**config.mk**
```make
export PLATFORM = sky130hd
export DESIGN_NAME = tpu_host_sequencer_flat
export DESIGN_NICKNAME = d
export VERILOG_FILES = /design/src/rtl/tpu_host_sequencer_if.sv /design/src/rtl/tpu_host_sequencer.sv /design/src/flat_wrapper.sv
export SDC_FILE = /design/constraint.sdc
export NUM_CORES = 1
export LEC_CHECK = 0
export BUFFER_PORTS_ARGS = -buffer_cell sky130_fd_sc_hd__buf_2
export CORE_MARGIN = 1.5
export CORE_UTILIZATION = 61
export DETAILED_ROUTE_END_ITERATION = 8
export HOLD_SLACK_MARGIN = 0.08
export PLACE_DENSITY = 0.79
export SLEW_MARGIN = 10
export SYNTH_ARGS = -nofsm -noshare
export SYNTH_HDL_FRONTEND = slang
export SYNTH_SLANG_ARGS = --single-unit
```
**constraint.sdc**
```tcl
create_clock -name clk -period 3.5 [get_ports clk]
set_input_delay 1.05 -clock clk [delete_from_list [all_inputs] [get_ports clk]]
set_output_delay 1.05 -clock clk [all_outputs]
set_load 0.05 [all_outputs]
```
**src/rtl/tpu_host_sequencer_if.sv**
```systemverilog
// Host-side bus bundle for tpu_host_sequencer: program load, run control, TPU instruction/result and capture FIFO.
// Optional repeat_mode signal is present only when TPU_SEQ_REPEAT_EN is defined.
interface tpu_host_sequencer_if #(
   parameter int DEPTH = 16
);
   localparam int PCW = $clog2(DEPTH) + 1;

   logic           load_valid;
   logic           load_ready;
   logic [15:0]    load_word;
   logic           load_cap;
   logic           clear;
   logic           start;
   logic           busy;
   logic           done;
   logic [15:0]    instruction;
   logic [7:0]     result;
   logic           res_valid;
   logic           res_ready;
   logic [7:0]     res_data;
   logic [PCW-1:0] prog_count;
`ifdef TPU_SEQ_REPEAT_EN
   logic           repeat_mode;

   modport master (
      output load_valid, load_word, load_cap, clear, start, result, res_ready, repeat_mode,
      input  load_ready, busy, done, instruction, res_valid, res_data, prog_count
   );

   modport slave (
      input  load_valid, load_word, load_cap, clear, start, result, res_ready, repeat_mode,
      output load_ready, busy, done, instruction, res_valid, res_data, prog_count
   );
`else
   modport master (
      output load_valid, load_word, load_cap, clear, start, result, res_ready,
      input  load_ready, busy, done, instruction, res_valid, res_data, prog_count
   );

   modport slave (
      input  load_valid, load_word, load_cap, clear, start, result, res_ready,
      output load_ready, busy, done, instruction, res_valid, res_data, prog_count
   );
`endif
endinterface

```
**src/rtl/tpu_host_sequencer.sv**
```systemverilog
// Buffers a program of 16-bit TPU instructions, replays it one word per cycle and captures flagged
// result bytes into a first-word-fall-through FIFO. Optional looping playback: TPU_SEQ_REPEAT_EN.
module tpu_host_sequencer #(
   parameter int DEPTH     = 16,
   parameter int RES_LAT   = 2,
   parameter int CAP_DEPTH = 8
) (
   input logic                 clk,
   input logic                 rst_n,
   tpu_host_sequencer_if.slave bus
);
   localparam int AW  = $clog2(DEPTH);
   localparam int PCW = AW + 1;
   localparam int LW  = $clog2(RES_LAT + 1);
   localparam int CW  = $clog2(CAP_DEPTH);
   localparam int SW  = $clog2(CAP_DEPTH + RES_LAT + 1);

   typedef enum logic [1:0] {
      IDLE  = 2'd0,
      RUN   = 2'd1,
      DRAIN = 2'd2,
      DONE  = 2'd3
   } state_t;

   state_t             state_r, state_s;
   logic [PCW-1:0]     prog_count_r, prog_count_s;
   logic [AW-1:0]      rd_ptr_r, rd_ptr_s;
   logic [LW-1:0]      drain_cnt_r, drain_cnt_s;
   logic [15:0]        instr_r, instr_s;
   logic [RES_LAT-1:0] cap_pipe_r, cap_pipe_s;
   logic               busy_r, done_r, load_ready_r, res_valid_r;
   logic [7:0]         res_data_r, res_data_s;
   logic [16:0]        prog_mem_r [DEPTH];
   logic [7:0]         fifo_mem_r [CAP_DEPTH];
   logic [CW-1:0]      fifo_rd_r, fifo_rd_s, fifo_wr_r, fifo_wr_s;
   logic [CW:0]        fifo_cnt_r, fifo_cnt_s;
   logic               load_we_s, issue_cap_s, fifo_clear_s;
   logic               stall_s, last_s, wrap_s, push_s, pop_s;
   logic [16:0]        entry_s;
   logic [SW-1:0]      reserved_s;

   function automatic logic [SW-1:0] count_ones(input logic [RES_LAT-1:0] v);
      logic [SW-1:0] n;
      n = {SW{1'b0}};
      for (int i = 0; i < RES_LAT; i++) begin
         n = n + SW'(v[i]);
      end
      return n;
   endfunction

`ifdef TPU_SEQ_REPEAT_EN
   assign wrap_s = bus.repeat_mode;
`else
   assign wrap_s = 1'b0;
`endif

   // Captures already in flight reserve FIFO space so a push can never hit a full FIFO
   assign entry_s    = prog_mem_r[rd_ptr_r];
   assign reserved_s = SW'(fifo_cnt_r) + count_ones(cap_pipe_r);
   assign stall_s    = entry_s[16] && (reserved_s >= SW'(CAP_DEPTH));
   assign last_s     = ({1'b0, rd_ptr_r} == (prog_count_r - PCW'(1)));
   assign push_s     = cap_pipe_r[RES_LAT-1];
   assign pop_s      = res_valid_r && bus.res_ready;

   // Sequencer next-state, issue and load decisions
   always_comb begin
      state_s      = state_r;
      prog_count_s = prog_count_r;
      rd_ptr_s     = rd_ptr_r;
      drain_cnt_s  = drain_cnt_r;
      instr_s      = 16'h0000;
      issue_cap_s  = 1'b0;
      load_we_s    = 1'b0;
      fifo_clear_s = 1'b0;
      case (state_r)
         IDLE: begin
            if (bus.clear) begin
               prog_count_s = {PCW{1'b0}};
               fifo_clear_s = 1'b1;
            end else begin
               if (bus.load_valid && load_ready_r) begin
                  load_we_s    = 1'b1;
                  prog_count_s = prog_count_r + PCW'(1);
               end else begin
                  load_we_s    = 1'b0;
               end
               if (bus.start) begin
                  if (prog_count_r != {PCW{1'b0}}) begin
                     state_s  = RUN;
                     rd_ptr_s = {AW{1'b0}};
                  end else begin
                     state_s  = DONE;
                  end
               end else begin
                  state_s = IDLE;
               end
            end
         end
         RUN: begin
            if (stall_s) begin
               instr_s = 16'h0000;
            end else begin
               instr_s     = entry_s[15:0];
               issue_cap_s = entry_s[16];
               if (last_s && wrap_s) begin
                  rd_ptr_s = {AW{1'b0}};
               end else if (last_s) begin
                  state_s     = DRAIN;
                  drain_cnt_s = {LW{1'b0}};
               end else begin
                  rd_ptr_s = rd_ptr_r + AW'(1);
               end
            end
         end
         DRAIN: begin
            if (drain_cnt_r == LW'(RES_LAT)) begin
               state_s = DONE;
            end else begin
               drain_cnt_s = drain_cnt_r + LW'(1);
            end
         end
         DONE: begin
            state_s = IDLE;
         end
         default: begin
            state_s = IDLE;
         end
      endcase
   end

   // Capture pipeline shift and result FIFO bookkeeping, including the next FWFT head byte
   always_comb begin
      cap_pipe_s    = cap_pipe_r << 1'b1;
      cap_pipe_s[0] = issue_cap_s;
      fifo_rd_s     = fifo_rd_r;
      fifo_wr_s     = fifo_wr_r;
      fifo_cnt_s    = fifo_cnt_r;
      if (fifo_clear_s) begin
         fifo_rd_s  = {CW{1'b0}};
         fifo_wr_s  = {CW{1'b0}};
         fifo_cnt_s = {(CW+1){1'b0}};
      end else begin
         if (push_s) begin
            fifo_wr_s = fifo_wr_r + CW'(1);
         end else begin
            fifo_wr_s = fifo_wr_r;
         end
         if (pop_s) begin
            fifo_rd_s = fifo_rd_r + CW'(1);
         end else begin
            fifo_rd_s = fifo_rd_r;
         end
         case ({push_s, pop_s})
            2'b10:   fifo_cnt_s = fifo_cnt_r + (CW+1)'(1);
            2'b01:   fifo_cnt_s = fifo_cnt_r - (CW+1)'(1);
            default: fifo_cnt_s = fifo_cnt_r;
         endcase
      end
      if (fifo_cnt_s == {(CW+1){1'b0}}) begin
         res_data_s = 8'h00;
      end else if (push_s && (fifo_wr_r == fifo_rd_s)) begin
         res_data_s = bus.result;
      end else begin
         res_data_s = fifo_mem_r[fifo_rd_s];
      end
   end

   // State, pointers, capture pipeline and registered outputs
   always_ff @(posedge clk or negedge rst_n) begin
      if (!rst_n) begin
         state_r      <= IDLE;
         prog_count_r <= {PCW{1'b0}};
         rd_ptr_r     <= {AW{1'b0}};
         drain_cnt_r  <= {LW{1'b0}};
         instr_r      <= 16'h0000;
         cap_pipe_r   <= {RES_LAT{1'b0}};
         fifo_rd_r    <= {CW{1'b0}};
         fifo_wr_r    <= {CW{1'b0}};
         fifo_cnt_r   <= {(CW+1){1'b0}};
         busy_r       <= 1'b0;
         done_r       <= 1'b0;
         load_ready_r <= 1'b1;
         res_valid_r  <= 1'b0;
         res_data_r   <= 8'h00;
      end else begin
         state_r      <= state_s;
         prog_count_r <= prog_count_s;
         rd_ptr_r     <= rd_ptr_s;
         drain_cnt_r  <= drain_cnt_s;
         instr_r      <= instr_s;
         cap_pipe_r   <= cap_pipe_s;
         fifo_rd_r    <= fifo_rd_s;
         fifo_wr_r    <= fifo_wr_s;
         fifo_cnt_r   <= fifo_cnt_s;
         busy_r       <= (state_s == RUN) || (state_s == DRAIN);
         done_r       <= (state_s == DONE);
         load_ready_r <= (state_s == IDLE) && (prog_count_s < PCW'(DEPTH));
         res_valid_r  <= (fifo_cnt_s != {(CW+1){1'b0}});
         res_data_r   <= res_data_s;
      end
   end

   // Program storage; contents are not preserved meaningfully across reset
   always_ff @(posedge clk) begin
      if (load_we_s) begin
         prog_mem_r[prog_count_r[AW-1:0]] <= {bus.load_cap, bus.load_word};
      end
   end

   // Result FIFO storage
   always_ff @(posedge clk) begin
      if (push_s) begin
         fifo_mem_r[fifo_wr_r] <= bus.result;
      end
   end

   assign bus.instruction = instr_r;
   assign bus.busy        = busy_r;
   assign bus.done        = done_r;
   assign bus.load_ready  = load_ready_r;
   assign bus.res_valid   = res_valid_r;
   assign bus.res_data    = res_data_r;
   assign bus.prog_count  = prog_count_r;
endmodule
```
**src/flat_wrapper.sv**
```systemverilog
// flat-port wrapper written by rule: the top's interface ports become plain ports
module tpu_host_sequencer_flat 
#(
   parameter int DEPTH     = 16,
   parameter int RES_LAT   = 2,
   parameter int CAP_DEPTH = 8
)
  (clk, rst_n, bus_load_valid, bus_load_word, bus_load_cap, bus_clear, bus_start, bus_result, bus_res_ready, bus_load_ready, bus_busy, bus_done, bus_instruction, bus_res_valid, bus_res_data, bus_prog_count);
  tpu_host_sequencer_if #(.DEPTH(DEPTH)) bus_i ();
  input logic clk;
  input logic rst_n;
  input wire logic [$bits(bus_i.load_valid)-1:0] bus_load_valid;
  input wire logic [$bits(bus_i.load_word)-1:0] bus_load_word;
  input wire logic [$bits(bus_i.load_cap)-1:0] bus_load_cap;
  input wire logic [$bits(bus_i.clear)-1:0] bus_clear;
  input wire logic [$bits(bus_i.start)-1:0] bus_start;
  input wire logic [$bits(bus_i.result)-1:0] bus_result;
  input wire logic [$bits(bus_i.res_ready)-1:0] bus_res_ready;
  output wire logic [$bits(bus_i.load_ready)-1:0] bus_load_ready;
  output wire logic [$bits(bus_i.busy)-1:0] bus_busy;
  output wire logic [$bits(bus_i.done)-1:0] bus_done;
  output wire logic [$bits(bus_i.instruction)-1:0] bus_instruction;
  output wire logic [$bits(bus_i.res_valid)-1:0] bus_res_valid;
  output wire logic [$bits(bus_i.res_data)-1:0] bus_res_data;
  output wire logic [$bits(bus_i.prog_count)-1:0] bus_prog_count;
  assign bus_i.load_valid = bus_load_valid;
  assign bus_i.load_word = bus_load_word;
  assign bus_i.load_cap = bus_load_cap;
  assign bus_i.clear = bus_clear;
  assign bus_i.start = bus_start;
  assign bus_i.result = bus_result;
  assign bus_i.res_ready = bus_res_ready;
  assign bus_load_ready = bus_i.load_ready;
  assign bus_busy = bus_i.busy;
  assign bus_done = bus_i.done;
  assign bus_instruction = bus_i.instruction;
  assign bus_res_valid = bus_i.res_valid;
  assign bus_res_data = bus_i.res_data;
  assign bus_prog_count = bus_i.prog_count;
  tpu_host_sequencer #(.DEPTH(DEPTH), .RES_LAT(RES_LAT), .CAP_DEPTH(CAP_DEPTH)) u_core (.clk(clk), .rst_n(rst_n), .bus(bus_i));
endmodule
```
==> reports/metrics.csv, run 1 <==
stage;metric;value;unit
logic_synthesis;Seq cells post-synth;389;
clock_tree;Root Driver;clkbuf_16;
power;Worst VDD drop;0.8166;mV
logic_synthesis;top cell type's share of synthesized area;0.6568;
placed_design;HPWL after detailed placement;17280;µm
die;# IOs;64;
die;Chip Width;161.7;µm
routing;Detailed Route WL;31680;µm
sta;Worst-Margin Slew;0.9764;ns
routing;Final ANT Viol Nets;0;
logic_synthesis;area leader, netlist;edfxtp_1;
clock_tree;CTS tree;yes;
routing;post-DR wirelength/cell;26.27;µm
outcome;status;complete, no violations;
setup_path;Worst Path Required;3.89;ns
placed_design;Post-Place Cell Area;0.01623;mm²
logic_synthesis;asr flop ratio synth;0.1362;
power;clock share of power;0.301;
die;Cell Rows;57;
setup_path;r2r setup slk;0.38;ns
global_routing;first-pass GRT wire length;48000;µm
logic_synthesis;synth top area cells;edfxtp_1 66%, mux4_2 15%, dfrtp_1 8.5%;
power;Flop pwr share;0.410;
sta;RSZ-0062 raised after global routing;no;
logic_synthesis;Distinct cells, synth;59;
global_routing;GRT Total Usage;0.2549;
setup_path;CP Launch Type;register;
die;starting density of the core;0.6262;
logic_synthesis;EDFF count, synth;336;
clock_tree;H-Tree Depth;2;
die;die area;0.02615;mm²
routing;DRT Pass-1 Iters;5;
sta;Hold Vio Cnt, Final;0;
layout;Nets;899;
clock_tree;Resized cells post-CTS;0;
power;Power Density;790.2;mW/mm²
routing;First DRT Iteration DRCs;579;
placed_design;Port Buffers;63;
clock_tree;clock sink count;389;
sta;Fmax;0.3206;GHz
layout;post-route cell area;0.01753;mm²
power;Design Power;13.85;mW
routing;drc violations;0;
global_routing;Remaining Overflow, GRT;0;
logic_synthesis;Syn Nets;790;
sta;Final period util;0.8913;
power;P_sw;4.061;mW
global_routing;vias in the first global route;7990;
clock_tree;Post-CTS Hold Buffers;0;
clock_tree;Num CTS Buffers;39;
layout;Fillers;1434;
global_routing;largest net degree at the start of global routing;49;
die;total core area;0.02453;mm²
sta;Max Slew Vio Count;0;
routing;routed vias;7598;
placed_design;routability cong.;0.8103;
logic_synthesis;syn_area_per_cell;20.70;µm²
setup_path;CP max FO;9;
global_routing;initial antenna violation count;3;
setup_path;crit end category;register;
logic_synthesis;Yosys Warn Count;0;
power;Internal;9.793;mW
die;die height;161.7;µm
clock_tree;worst skew pair latency;0.53;ns
routing;DR vias/cell;6.300;
logic_synthesis;sequential area share after synthesis;0.7432;
flow_run;maxcap violations;0;
worst_hold_path;HP Class;register to register;
sta;setup violators final;0;
power;combinational group share of total power;0.289;
layout;area grow syn2layout;14.11;%
clock_tree;setup bufs post-CTS;0;
logic_synthesis;Mapped Cells;742;
sta;Clock Skew;0.02074;ns
setup_path;WP data arrival;3.51;ns
sta;fin crit period;3.120;ns
sta;worst rel slew slack;0.3491;
sta;Setup WS post-layout;0.3804;ns
clock_tree;Clock Path Buffers;3;
power;Sw Share;0.2931;
placed_design;pre-CTS setup slack;-0.1009;ns
power;leakage power;6.030;nW
setup_path;WS Path Type;register to register;
logic_synthesis;Mapped Area;0.01536;mm²
layout;share of layout cells above drive strength 1;0.3121;
logic_synthesis;prevailing post-synth register cell;edfxtp_1;
clock_tree;clock slew at reported path FFs;0.05;ns
final cells by class:
class / instances / area (µm²) / share of cell area
clock inverters: 15 / 197.7 / 0.01128
clock buffers: 56 / 1102 / 0.06288
inverters: 9 / 33.78 / 0.001927
well taps: 324 / 405.4 / 0.02312
diodes: 1 / 2.502 / 0.0001427
repair buffers: 102 / 608.1 / 0.03469
flip-flops and latches: 389 / 11420 / 0.6516
multi-input cells: 310 / 3759 / 0.2144
state kept, by name, indices dropped and copies added (netlist names), 2 cells and up:
name / count
u_core.prog_mem_r: 272
u_core.fifo_mem_r: 64
u_core.bus.instruction: 16
u_core.bus.res_data: 8
u_core.bus.prog_count: 5
u_core.fifo_cnt_r: 4
u_core.rd_ptr_r: 4
u_core.fifo_rd_r: 3
u_core.fifo_wr_r: 3
u_core.cap_pipe_r: 2
u_core.drain_cnt_r: 2
u_core.state_r: 2
cells in the mapped netlist, types with 3 or more instances:
library cell / n
nor3b_1: 3
nand2_1: 10
ha_1: 16
o21ai_0: 8
mux2i_1: 12
edfxtp_1: 336
nor2_1: 24
a21boi_0: 3
inv_1: 8
and3_1: 7
clkbuf_1: 17
nand2b_1: 7
mux4_2: 101
nand3_1: 6
buf_4: 3
a211oi_1: 8
xnor2_1: 5
xor2_1: 8
dfrtp_1: 52
buf_2: 11
buf_1: 3
and2_1: 29
a21oi_1: 7
nor3_1: 12
per-layer routing:
metal  up-vias  track usage  wire length [µm]
met2       327       0.4518             16850
met5         -            0                25
li1       3247            -                 -
met4         4      0.09550              1048
met1      3930       0.3180             11690
met3        90      0.04469              2069
logic make-up after synthesis:
logic type,count (synthesis),share of synthesized area
AO/OA/AOI/OAI,47,0.02175
AND/OR/NAND/NOR,118,0.04309
adder cells (fa/ha/maj),17,0.01433
XOR/XNOR,14,0.008878
multiplexers,114,0.1566
buffers and inverters,43,0.01213
flip-flops,389,0.7432
cells in the final DEF, fill, tap and decap left out, types with 3 or more instances in the layout:
| cell type | netlist | layout |
|---|---|---|
| ha_1 | 16 | 16 |
| mux4_2 | 101 | 101 |
| a211oi_1 | 8 | 8 |
| and2_1 | 29 | 29 |
| clkinv_2 | 0 | 4 |
| buf_4 | 3 | 39 |
| and3_1 | 7 | 7 |
| nor2_1 | 24 | 24 |
| clkbuf_16 | 0 | 41 |
| mux2i_1 | 12 | 12 |
| dfrtp_1 | 52 | 50 |
| o21ai_0 | 8 | 8 |
| clkbuf_1 | 17 | 13 |
| a21oi_1 | 7 | 7 |
| a21boi_0 | 3 | 3 |
| nand3_1 | 6 | 6 |
| nand2b_1 | 7 | 7 |
| edfxtp_1 | 336 | 336 |
| clkinv_4 | 0 | 3 |
| clkinv_1 | 0 | 3 |
| xor2_1 | 8 | 8 |
| bufinv_16 | 0 | 4 |
| nor3b_1 | 3 | 3 |
| inv_1 | 8 | 8 |
| nand2_1 | 10 | 10 |
| buf_2 | 11 | 63 |
| nor3_1 | 12 | 12 |
| xnor2_1 | 5 | 5 |
worst max-delay path, stage by stage, from the launching register on:
cell and delay, ns:
dfrtp_1 0.50, inv_1 0.11, ha_1 0.28, nor4b_1 0.21
or4_1 0.56, or2_2 0.39, or3_1 0.38, mux2_2 0.29
ha_1 0.28
final timing paths:
kind                                          start                   endpoint  cells after the start
min in group asynchronous                     rst_n  u_core.bus.instruction[5]                      1
setup / recovery           u_core.bus.prog_count[1]            u_core.bus.busy                      8
hold / removal                 u_core.cap_pipe_r[0]       u_core.cap_pipe_r[1]                      0
setup reg to reg           u_core.bus.prog_count[1]            u_core.bus.busy                      8
hold reg to reg                u_core.cap_pipe_r[0]       u_core.cap_pipe_r[1]                      0
max in group asynchronous                     rst_n       u_core.fifo_cnt_r[2]                      2
metrics by stage:
| step | utilization | instances | hold slack (ns) | TNS [ns] |
|---|---|---|---|---|
| 2_1_floorplan | - | 742 | 0.3597 | 0 |
| 3_3_place_gp | 0.6615 | 1134 | 0.3702 | 0 |
| 3_5_place_dp | 0.6615 | 1134 | 0.3832 | -0.8248 |
| 4_1_cts | 0.7145 | 1205 | 0.3978 | 0 |
| 5_1_grt | 0.7146 | 1206 | 0.4129 | 0 |
| 6_report | 0.7146 | 1206 | 0.3902 | 0 |
power groups by stage:
| stage | Sequential [mW] | Clock, mW | Combinational (mW) |
|---|---|---|---|
| final | 5.68 | 4.17 | 4.01 |
| after global routing | 5.71 | 4.41 | 4.32 |
| after CTS | 5.68 | 4.23 | 4.08 |
| after detailed placement | 5.77 | 0 | 4.02 |
| after global placement | 5.74 | 0 | 3.88 |
| after floorplan | 6.12 | 0 | 2.67 |
No activity file was read; power rests on OpenSTA's default activity.
==> run 2: changes to the inputs <==
==> constraint.sdc (replaced) <==
create_clock -name clk -period 3.5 [get_ports clk]
set_input_delay 0.7 -clock clk [delete_from_list [all_inputs] [get_ports clk]]
set_output_delay 0.7 -clock clk [all_outputs]
set_load 0.05 [all_outputs]
==> reports/metrics.csv, run 2 (synthesized netlist as in run 1, its figures left out) <==
stage;metric;value;unit;change
sta;Final period util;0.8851;;-0.006258
die;starting density of the core;0.6262;;unchanged
power;Design Power;13.85;mW;about the same
global_routing;largest net degree at the start of global routing;50;;+2.0%
clock_tree;CTS tree;yes;;
layout;Nets;894;;-0.56%
setup_path;WP data arrival;3.50;ns;about the same
sta;RSZ-0062 raised after global routing;no;;
layout;area grow syn2layout;14.03;%;about the same
setup_path;r2r setup slk;0.40;ns;+0.02 ns
routing;DR vias/cell;6.298;;about the same
die;die area;0.02615;mm²;unchanged
setup_path;Crit path max-delay family;simple AND/OR/NAND/NOR gates;;
sta;setup violators final;0;;unchanged
setup_path;critical path depth;8;;unchanged
die;die height;161.7;µm;unchanged
setup_path;CP max FO;9;;unchanged
setup_path;WS Path Type;register to register;;
clock_tree;Post-CTS Hold Buffers;0;;unchanged
setup_path;Worst Path Required;3.90;ns;about the same
outcome;status;complete, no violations;;
clock_tree;worst skew pair latency;0.54;ns;about the same
die;Chip Width;161.7;µm;unchanged
setup_path;Slowest-stage cell, CP;or4_1;;
setup_path;crit end category;register;;
worst_hold_path;HP Class;primary input to async pin;;
setup_path;reg2reg end;u_core.bus.busy;;
die;# IOs;64;;unchanged
setup_path;Critical Path Max Stage Delay;0.57;ns;about the same
sta;setup TNS;0;ns;unchanged
sta;Worst-Margin Slew;0.9469;ns;-0.02952 ns
flow_run;maxcap violations;0;;unchanged
setup_path;Worst R2R Start;u_core.bus.prog_count[1];;
global_routing;Remaining Overflow, GRT;0;;unchanged
setup_path;CP most frequent cell;ha_1;;
routing;drc violations;0;;unchanged
placed_design;HPWL after detailed placement;17470;µm;+1.1%
setup_path;WP buf/inv;1;;unchanged
setup_path;crit path from;u_core.bus.prog_count[1];;
clock_tree;Root Driver;clkbuf_16;;
routing;post-DR wirelength/cell;26.15;µm;-0.45%
clock_tree;clock slew at reported path FFs;0.07;ns;+0.02 ns
setup_path;r2r worst-path depth;8;;unchanged
routing;DRT Pass-1 Iters;5;;unchanged
layout;max reg flops;272;;unchanged
setup_path;Worst Setup EP;u_core.bus.busy;;
sta;Hold Vio Cnt, Final;0;;unchanged
die;total core area;0.02453;mm²;unchanged
sta;Max Slew Vio Count;0;;unchanged
routing;routed vias;7564;;-0.45%
sta;Clock Skew;0.02360;ns;+0.002853 ns
setup_path;critical path, cell by cell;inv_1 -> ha_1 -> nor4b_1 -> or4_1 -> or2_2 -> or3_1 -> mux2_2 -> ha_1;;
placed_design;routability cong.;0.7963;;-1.7%
clock_tree;H-Tree Depth;2;;unchanged
global_routing;first-pass GRT wire length;47800;µm;-0.43%
clock_tree;Num CTS Buffers;39;;unchanged
placed_design;Port Buffers;63;;unchanged
power;Power Density;790.4;mW/mm²;about the same
global_routing;vias in the first global route;7968;;-0.28%
clock_tree;Resized cells post-CTS;0;;unchanged
routing;Detailed Route WL;31410;µm;-0.86%
setup_path;CP Launch Type;register;;
clock_tree;clock sink count;389;;unchanged
layout;share of layout cells above drive strength 1;0.3193;;+0.007125
sta;fin crit period;3.098;ns;-0.02190 ns
sta;Fmax;0.3228;GHz;+0.71%
clock_tree;setup bufs post-CTS;0;;unchanged
clock_tree;Clock Path Buffers;3;;unchanged
layout;commonest non-fill, non-tap cell in the layout;edfxtp_1;;
routing;Final ANT Viol Nets;0;;unchanged
power;leakage power;6.017;nW;-0.21%
power;Worst VDD drop;0.5421;mV;-34%
layout;Antenna Cells;0;;-1
routing;First DRT Iteration DRCs;707;;+22%
sta;worst rel slew slack;0.3687;;+0.01968
die;Cell Rows;57;;unchanged
global_routing;initial antenna violation count;0;;-3
global_routing;GRT Total Usage;0.2532;;-0.001714
layout;most frequent cells in the layout;336 x edfxtp_1, 101 x mux4_2, 63 x buf_2;;
==> run 2: worst min path at each step <==
stage	startpoint	to	slack [ns]	depth (start not counted)
2_1_floorplan	u_core.cap_pipe_r[0]	u_core.cap_pipe_r[1]	0.36	0
3_3_place_gp	u_core.cap_pipe_r[0]	u_core.cap_pipe_r[1]	0.37	0
3_5_place_dp	u_core.cap_pipe_r[0]	u_core.cap_pipe_r[1]	0.38	0
4_1_cts	rst_n	u_core.bus.instruction[5]	0.28	1
5_1_grt	rst_n	u_core.bus.instruction[5]	0.32	1
6_report	rst_n	u_core.bus.instruction[5]	0.26	1
==> run 2: worst reg2reg max path, stage by stage (launching register included) <==
cell	delay [ns]
dfrtp_1	0.49
inv_1	0.10
ha_1	0.27
nor4b_1	0.21
or4_1	0.57
or2_2	0.39
or3_1	0.38
mux2_2	0.29
ha_1	0.28
==> run 2: layer usage <==
metal | part of all wire | up-vias | track usage | routed length (µm)
met4 | 0.031 | 0 | 0.08716 | 961
met2 | 0.52 | 334 | 0.4360 | 16410
li1 | - | 3229 | - | -
met3 | 0.065 | 83 | 0.04775 | 2032
met1 | 0.38 | 3918 | 0.3292 | 12010
met5 | 0 | - | 0 | 0
==> run 2: area by class of cell <==
class | instances | area [µm²]
clock buffers | 48 | 1092
clock inverters | 24 | 234.0
fillers | 1451 | 7017
inverters | 9 | 33.78
multi-input cells | 310 | 3759
flip-flops and latches | 389 | 11420
well taps | 324 | 405.4
repair buffers | 97 | 570.5
==> run 2: power by group <==
group | total, mW | internal, mW | switching [mW]
Sequential | 5.67 | 5.40 | 0.270
Clock | 4.19 | 2.47 | 1.72
Combinational | 3.98 | 1.85 | 2.13
Total | 13.8 | 9.72 | 4.12
==> run 2: per-stage QoR <==
step,utilization,worst slack (ns),hold WS [ns],instance area [µm²],instances
after floorplan,-,0.1235,0.3597,15360,742
after global placement,0.6599,0.2212,0.3708,16190,1129
after detailed placement,0.6599,0.06953,0.3785,16190,1129
after CTS,0.7140,0.4295,0.2786,17520,1201
after global routing,0.7140,0.2436,0.3183,17520,1201
final,0.7140,0.4023,0.2638,17520,1201
==> run 3: changes to the inputs <==
- CORE_MARGIN: 1.5 -> not set
==> reports/metrics.csv, run 3 (synthesized netlist as in run 1, its figures left out) <==
stage;metric;value;unit;change
outcome;status;complete, no violations;;
die;total core area;0.02453;mm²;unchanged
sta;Final period util;0.9013;;+0.01620
power;leakage power;5.969;nW;-0.80%
sta;Fmax;0.3170;GHz;-1.8%
placed_design;Port Buffers;63;;unchanged
global_routing;GRT Total Usage;0.2553;;+0.002068
global_routing;initial antenna violation count;1;;+1
sta;fin crit period;3.154;ns;+0.05671 ns
routing;post-DR wirelength/cell;26.12;µm;-0.12%
clock_tree;Resized cells post-CTS;0;;unchanged
power;Worst VDD drop;0.6428;mV;+19%
flow_run;maxcap violations;0;;unchanged
die;Chip Width;160.7;µm;-0.62%
placed_design;pre-CTS setup slack;0.06514;ns;-0.004393 ns
clock_tree;Root Driver;clkbuf_16;;
die;die height;160.7;µm;-0.62%
routing;DR vias/cell;6.342;;+0.70%
placed_design;routability cong.;0.8272;;+3.9%
layout;Nets;894;;unchanged
routing;Detailed Route WL;31290;µm;-0.37%
global_routing;vias in the first global route;8056;;+1.1%
die;Cell Rows;57;;unchanged
layout;commonest non-fill, non-tap cell in the layout;edfxtp_1;;
setup_path;r2r setup slk;0.35;ns;-0.06 ns
placed_design;DP Cell Count;1129;;unchanged
setup_path;WP data arrival;3.54;ns;+0.04 ns
sta;Max Slew Vio Count;0;;unchanged
setup_path;CP max FO;9;;unchanged
placed_design;HPWL after detailed placement;17510;µm;+0.22%
global_routing;largest net degree at the start of global routing;47;;-6.0%
layout;Antenna Cells;0;;unchanged
sta;worst rel slew slack;0.3512;;-0.01752
global_routing;Remaining Overflow, GRT;0;;unchanged
clock_tree;clock slew at reported path FFs;0.06;ns;about the same
power;Power Density;783.8;mW/mm²;-0.84%
layout;area grow syn2layout;13.40;%;
layout;share of layout cells above drive strength 1;0.3055;;-0.01378
worst_hold_path;HP Class;primary input to async pin;;
sta;Worst-Margin Slew;0.9696;ns;+0.02270 ns
clock_tree;Post-CTS Hold Buffers;0;;unchanged
setup_path;Worst Path Required;3.89;ns;about the same
routing;First DRT Iteration DRCs;536;;-24%
setup_path;WS Path Type;register to register;;
clock_tree;CTS tree;yes;;
clock_tree;Num CTS Buffers;39;;unchanged
die;die area;0.02582;mm²;-1.2%
clock_tree;H-Tree Depth;2;;unchanged
routing;Final ANT Viol Nets;0;;unchanged
layout;max reg flops;272;;unchanged
clock_tree;worst skew pair latency;0.52;ns;-0.02 ns
clock_tree;Clock Path Buffers;3;;unchanged
routing;routed vias;7598;;+0.45%
routing;DRT Pass-1 Iters;5;;unchanged
sta;Clock Skew;0.01744;ns;-0.006155 ns
layout;non-filler cells, final;1198;;-0.25%
global_routing;first-pass GRT wire length;47620;µm;-0.38%
routing;drc violations;0;;unchanged
clock_tree;setup bufs post-CTS;0;;unchanged
die;# IOs;64;;unchanged
sta;RSZ-0062 raised after global routing;no;;
setup_path;CP Launch Type;register;;
layout;most frequent cells in the layout;336 x edfxtp_1, 101 x mux4_2, 62 x buf_2;;
clock_tree;clock sink count;389;;unchanged
sta;setup violators final;0;;unchanged
sta;Hold Vio Cnt, Final;0;;unchanged
sta;setup TNS;0;ns;unchanged
setup_path;crit end category;register;;
die;starting density of the core;0.6262;;unchanged
sta;Setup WS post-layout;0.3456;ns;-0.05671 ns
run 3: cell count changes in the layout (fill, tap and decap cells not counted), moves of 2 or more:
cell	before	now
clkbuf_1	3	14
clkbuf_8	4	2
clkinv_2	7	4
clkinv_4	4	0
clkinvlp_4	4	1
run 3: path summary, 6_finish.rpt:
path | from | endpoint | cells after the start
max | u_core.bus.prog_count[1] | u_core.bus.busy | 8
min | rst_n | u_core.drain_cnt_r[1] | 1
max reg2reg | u_core.bus.prog_count[1] | u_core.bus.busy | 8
min reg2reg | u_core.cap_pipe_r[0] | u_core.cap_pipe_r[1] | 0
max in group asynchronous | rst_n | u_core.bus.instruction[3] | 2
min in group clk | u_core.cap_pipe_r[0] | u_core.cap_pipe_r[1] | 0
run 3: power breakdown:
part / internal (mW) / total, mW / switching, mW
sequential: 5.40 / 5.67 / 0.270
combinational: 1.85 / 3.99 / 2.14
clock: 2.37 / 3.99 / 1.62
run 3: routing by layer:
metal,part of all wire,routed length [µm],global-route usage,up-vias
li1,-,-,-,3227
met1,0.38,11750,0.3261,3948
met2,0.52,16360,0.4451,341
met3,0.068,2121,0.04442,80
met4,0.033,1047,0.09177,2
met5,0.00042,13,0,-
run 3: layout make-up:
cell class / instances / area (µm²)
Sequential cell: 389 / 11420
Fill cell: 1458 / 7113
Multi-Input combinational cell: 310 / 3759
Clock buffer: 56 / 1081
Timing Repair Buffer: 97 / 573.1
Tap cell: 324 / 405.4
Clock inverter: 13 / 146.4
Inverter: 9 / 33.78
run 3: through the flow:
step | hold slack, ns | instance area [µm²] | utilization | power (mW)
2_1_floorplan | 0.3597 | 15360 | - | 8.795
3_3_place_gp | 0.3758 | 16190 | 0.6599 | 9.612
3_5_place_dp | 0.3931 | 16190 | 0.6599 | 9.753
4_1_cts | 0.4230 | 17420 | 0.7100 | 13.77
5_1_grt | 0.2623 | 17420 | 0.7101 | 14.25
6_report | 0.2178 | 17420 | 0.7101 | 13.65
run 3: critical path: stages, from the launching register on:
cell and delay, ns:
dfrtp_1 0.49, inv_1 0.11, ha_1 0.28, nor4b_1 0.21
or4_1 0.57, or2_2 0.40, or3_1 0.39, mux2_2 0.29
ha_1 0.29
